## src/rtl/serial_bus_port.sv

```systemverilog
// Multi-channel parallel-to-serial transmit port: arbitrates posted channel words onto a BUS_W-bit bus, MS beat first.
// Latency: ch_load at t -> ch_busy at t+1 -> first beat valid at t+2; one idle cycle between words.
// Backpressure: ard_receive_ready=0 holds the current beat indefinitely; a load to a busy channel is dropped and flags error.
module serial_bus_port #(
    parameter int DATA_W  = 16,
    parameter int BUS_W   = 8,
    parameter int NUM_CH  = 3,
    parameter int RR_MODE = 0
) (
    input  logic                     clk,
    input  logic                     rst,
    input  logic [NUM_CH-1:0]        ch_load,
    input  logic [NUM_CH*DATA_W-1:0] ch_data,
    output logic [NUM_CH-1:0]        ch_busy,
    output logic [NUM_CH-1:0]        ch_done,
    input  logic                     ard_receive_ready,
    output logic [BUS_W-1:0]         out_bus,
    output logic                     out_valid,
    output logic [NUM_CH-1:0]        bus_sel,
    output logic                     error,
    input  logic                     err_clr
);
    localparam int BEATS  = DATA_W / BUS_W;
    localparam int BEAT_W = (BEATS > 1) ? $clog2(BEATS) : 1;
    localparam int PTR_W  = (NUM_CH > 1) ? $clog2(NUM_CH) : 1;

    typedef enum logic {IDLE, SEND} state_t;

    state_t              state;
    logic [NUM_CH-1:0]   pending;
    logic [NUM_CH-1:0]   sel;
    logic [DATA_W-1:0]   hold [NUM_CH];
    logic [DATA_W-1:0]   shreg;
    logic [BEAT_W-1:0]   beat;
    logic [PTR_W-1:0]    ptr;
    logic [PTR_W-1:0]    gnt;
    logic                err_q;

    logic                last_beat;
    logic [NUM_CH-1:0]   accept;
    logic                overrun;
    logic                any_pend;
    logic [PTR_W-1:0]    win;

    assign last_beat = (state == SEND) && ard_receive_ready && (beat == BEAT_W'(BEATS - 1));
    assign ch_done   = last_beat ? sel : '0;
    // A channel finishing this cycle may be reloaded in the same cycle without an overrun.
    assign accept    = ch_load & (~pending | ch_done);
    assign overrun   = |(ch_load & pending & ~ch_done);

    assign ch_busy   = pending;
    assign out_valid = (state == SEND);
    assign out_bus   = out_valid ? shreg[DATA_W-1 -: BUS_W] : '0;
    assign bus_sel   = sel;
    assign error     = err_q;

    always_comb begin
        int start;
        int idx;
        any_pend = 1'b0;
        win      = '0;
        idx      = 0;
        start    = (RR_MODE != 0) ? int'(ptr) : 0;
        // Scan downwards so the first pending index from start is the last one to assign.
        for (int k = NUM_CH - 1; k >= 0; k--) begin
            idx = (start + k) % NUM_CH;
            if (pending[idx]) begin
                any_pend = 1'b1;
                win      = PTR_W'(idx);
            end
        end
    end

    always_ff @(posedge clk or negedge rst) begin
        if (!rst) begin
            state   <= IDLE;
            pending <= '0;
            sel     <= '0;
            shreg   <= '0;
            beat    <= '0;
            ptr     <= '0;
            gnt     <= '0;
            err_q   <= 1'b0;
            for (int i = 0; i < NUM_CH; i++) hold[i] <= '0;
        end else begin
            for (int i = 0; i < NUM_CH; i++) begin
                if (accept[i]) hold[i] <= ch_data[i*DATA_W +: DATA_W];
            end
            pending <= (pending & ~ch_done) | accept;

            if (overrun)      err_q <= 1'b1;
            else if (err_clr) err_q <= 1'b0;

            case (state)
                IDLE: begin
                    if (any_pend) begin
                        shreg <= hold[win];
                        beat  <= '0;
                        gnt   <= win;
                        sel   <= NUM_CH'(1) << win;
                        state <= SEND;
                    end
                end
                SEND: begin
                    if (ard_receive_ready) begin
                        if (last_beat) begin
                            sel   <= '0;
                            ptr   <= (int'(gnt) == NUM_CH - 1) ? '0 : gnt + PTR_W'(1);
                            state <= IDLE;
                        end else begin
                            shreg <= shreg << BUS_W;
                            beat  <= beat + BEAT_W'(1);
                        end
                    end
                end
                default: state <= IDLE;
            endcase
        end
    end
endmodule

```

## config.mk

```make
export PLATFORM = sky130hd
export DESIGN_NAME = serial_bus_port
export DESIGN_NICKNAME = d
export VERILOG_FILES = /design/src/rtl/serial_bus_port.sv
export SDC_FILE = /design/constraint.sdc
export NUM_CORES = 1
export LEC_CHECK = 0
export BUFFER_PORTS_ARGS = -buffer_cell sky130_fd_sc_hd__buf_2
export CORE_UTILIZATION = 49
export DETAILED_ROUTE_END_ITERATION = 10
export PLACE_DENSITY = 0.76
export REMOVE_ABC_BUFFERS = 1
export SYNTH_ARGS = -nofsm -noshare
export SYNTH_HDL_FRONTEND = slang
export SYNTH_SLANG_ARGS = --single-unit
```

## constraint.sdc

```tcl
create_clock -name clk -period 1.46 [get_ports clk]
set_input_delay 0 -clock clk [delete_from_list [all_inputs] [get_ports clk]]
set_output_delay 0 -clock clk [all_outputs]
set_load 0.02 [all_outputs]
```

==> reports/metrics.cfg <==
[outcome]
status = finished with violations
violations = negative setup slack

[sta]
finalCritPeriodShare_pct = 101
rsz0062_at_grt = yes
slew_headroom_pct = 74.5
clock.fmax_mhz = 676
fin_crit_ns = 1.48
tightest_slew_ns = 0.383
final-setup-viol-count = 5
finalWorstSetupSlack_ns = -0.0193
skew_ns = 0.00790
maxSlewViolCount = 0
hold_viol = 0

[critical_path]
crit_chain = buf_4 -> nand2_1 -> nor2_4 -> nor2_1 -> buf_4 -> a221o_1
endpoint_kind = flop
slowest_stage = dfrtp_1
critPathLaunchType = flop
crit-reg2reg-launch = out_valid
r2r_cells = 6
r2r_end = shreg[12]
crit_fanout = 12
reg2reg_slack_ns = -0.02
crit_arrival_ns = 1.71
cp_common_cell = buf_4
required_ns = 1.69
worstSetupPathType = reg2reg
slowest_delay_ns = 0.41

[floorplan]
die_area_um2 = 7360
die_h_um = 85.8
ios = 74
start_util_pct = 50.7
fp-row-count = 30
core_area_um2 = 6790
die_x_um = 85.8

[clock_tree]
cts.sinks = 73
ctsHtreeMaxLevel = 3
numCtsBuffers = 9
cts_tree = built
worstSkewPairLatency_ns = 0.35
clk_path_buf_depth = 2
clkTransAtPathRegs_ns = 0.07
cts-root-buf = clkbuf_8

[power_and_ir_drop]
peakVddDrop_uv = 967
pwr-share-seq_pct = 39.3
switchingPower_uw = 3120
leakage_uw = 0.00237
p_per_area_nw_per_um2 = 1860
combPwrFrac_pct = 43.4
internal-power_uw = 6220
swShare_pct = 33.4
fin_total_pwr_uw = 9340
pwr-share-clk_pct = 17.3

[synthesis]
synthArstFlopShare_pct = 100
synth_top_cell_by_area = dfrtp_1
seq_area_frac_synth_pct = 53.1
synthTopCellsByCount = dfrtp_1, mux2_4, o22ai_1
synth.distinct_cells = 39
synth_edf_count = 0
synth_ff_type = dfrtp_1
yosys_warnings = 0
postSynthAreaPerCell_um2 = 12.7
synthesis.area_um2 = 3440
synthTopCellsByArea = dfrtp_1, mux2_4, mux2_2, o22ai_1, and2_1
synth-seq-cells = 73
synth_top_area_share_pct = 53.1
postSynthCellCount = 272
yosys.cell_count.top_type = dfrtp_1

[cells_and_area]
finalNetCount = 482
syn2layout_area_growth_pct = 45.6
n_antenna_cell = 0
design_area_um2 = 5010
finalNonFillerCells = 527
layout-drive-gt1-share_pct = 43.4

[place]
hpwlAfterDp_um = 5610
post-place-ws_ns = -0.0763
dpl.cell_count = 454
port_buffers = 73
place.gp.congestion = 0.872
place_area_um2 = 4090

[global_routing]
grt_max_degree = 74
met1_usage_pct = 34.1
overflow = 0
met3_usage_pct = 5.58
grt_usage_pct = 26.6
antenna_found_initial = 0
busiest_layer = met2
met2_usage_pct = 43.6
grt_pass1_vias = 2950
grt_pass1_wl_um = 14500

[detailed_routing]
wl_per_cell_um = 17.8
routed_via_density = 5.49
drt_first_pass_iters = 4
drc = 0
detail-route-antenna-nets = 0
routed_wirelength_um = 9380
vias = 2895
drt_iter0_markers = 111

[min_path]
hold_start = ard_receive_ready
hold_end = beat
hold_path_depth = 3
hp-class = in2reg

[job]
cap_violations = 0

-- power by group through the flow --
stage               clock network [uW]  logic (uW)  registers, uW
floorplan                            0        2260           3610
global placement                     0        3490           3600
detailed placement                   0        3590           3650
CTS                               1620        3850           3620
global route                      1700        4350           3770
finish                            1610        4050           3670
-- state kept, by name, indices dropped and copies added (netlist names) --
| name | count |
|---|---|
| beat | 1 |
| bus_sel | 3 |
| ch_busy | 3 |
| error | 1 |
| hold | 48 |
| out_valid | 1 |
| shreg | 16 |
-- layout by cell type (no fill, tap or decap), types with 3 or more instances in the layout --
cell type / count
dlygate4sd3_1: 53
nand3_1: 5
a31oi_1: 3
nor2_4: 3
nand2_1: 9
inv_1: 6
mux2_4: 46
nor2_1: 9
clkbuf_8: 11
and2_1: 13
buf_2: 73
nand2b_1: 5
buf_8: 5
o2bb2ai_1: 5
and2_4: 3
a221o_1: 4
dfrtp_1: 71
a21oi_1: 6
a22o_1: 3
o22ai_1: 27
a211oi_1: 4
buf_4: 24
buf_12: 6
o21ai_0: 5
a211o_1: 3
-- how the worst max path moves through the flow --
stage	from	endpoint	cells after the start
2_1_floorplan	out_valid	hold[0]	4
3_3_place_gp	ch_busy[0]	shreg[14]	4
3_5_place_dp	ch_busy[0]	shreg[12]	4
4_1_cts	beat	hold[34]	5
5_1_grt	out_valid	shreg[12]	6
6_report	out_valid	shreg[12]	6
-- worst max-delay path, delay by kind of cell (launching register included) --
family,cells,cell delay [ns]
flip-flops,1,0.41
buffers and inverters,2,0.39
AO/OA/AOI/OAI,1,0.30
AND/OR/NAND/NOR,3,0.25
-- cells by family after synthesis --
group | count (synthesis) | share of synthesized area (%)
DFF | 73 | 53.1
AOI/OAI and AO/OA | 66 | 13.2
and+or+nand+nor | 58 | 9.31
muxes | 48 | 19.0
buffers and inverters | 27 | 5.49
-- layer usage --
metal | share of wire, % | wire length, um
met4 | 1.8 | 172
met5 | 0 | 0
met1 | 42 | 3940
met2 | 50 | 4690
met3 | 6.3 | 588
-- per-stage QoR --
stage / util (%) / hold WS (ns) / TNS [ns]
after global placement: 60.2 / 0.0544 / -0.333
after detailed placement: 60.2 / 0.0584 / -0.731
after global routing: 73.8 / 0.0714 / -1.92
after floorplan: - / -0.296 / -45.27
final: 73.8 / 0.0327 / -0.0477
after CTS: 72.2 / 0.0154 / 0
-- final cells by class --
class	count	area [um^2]
Sequential cell	73	1830
Fill cell	469	1780
Multi-Input combinational cell	172	1520
Timing Repair Buffer	164	1320
Clock buffer	12	155
Tap cell	96	120
Clock inverter	3	40.0
Inverter	7	26.3
-- repair_timing --
item                                   in CTS  in global routing
resized for setup                          14                 32
endpoints found under the hold margin     125                  0
buffers inserted                            2                  1
pin swaps                                   3                  4
cloned                                      3                  0
setup endpoints to repair                  47                 69
hold buffers                               53                  0
(Power assumes the default switching activity.)
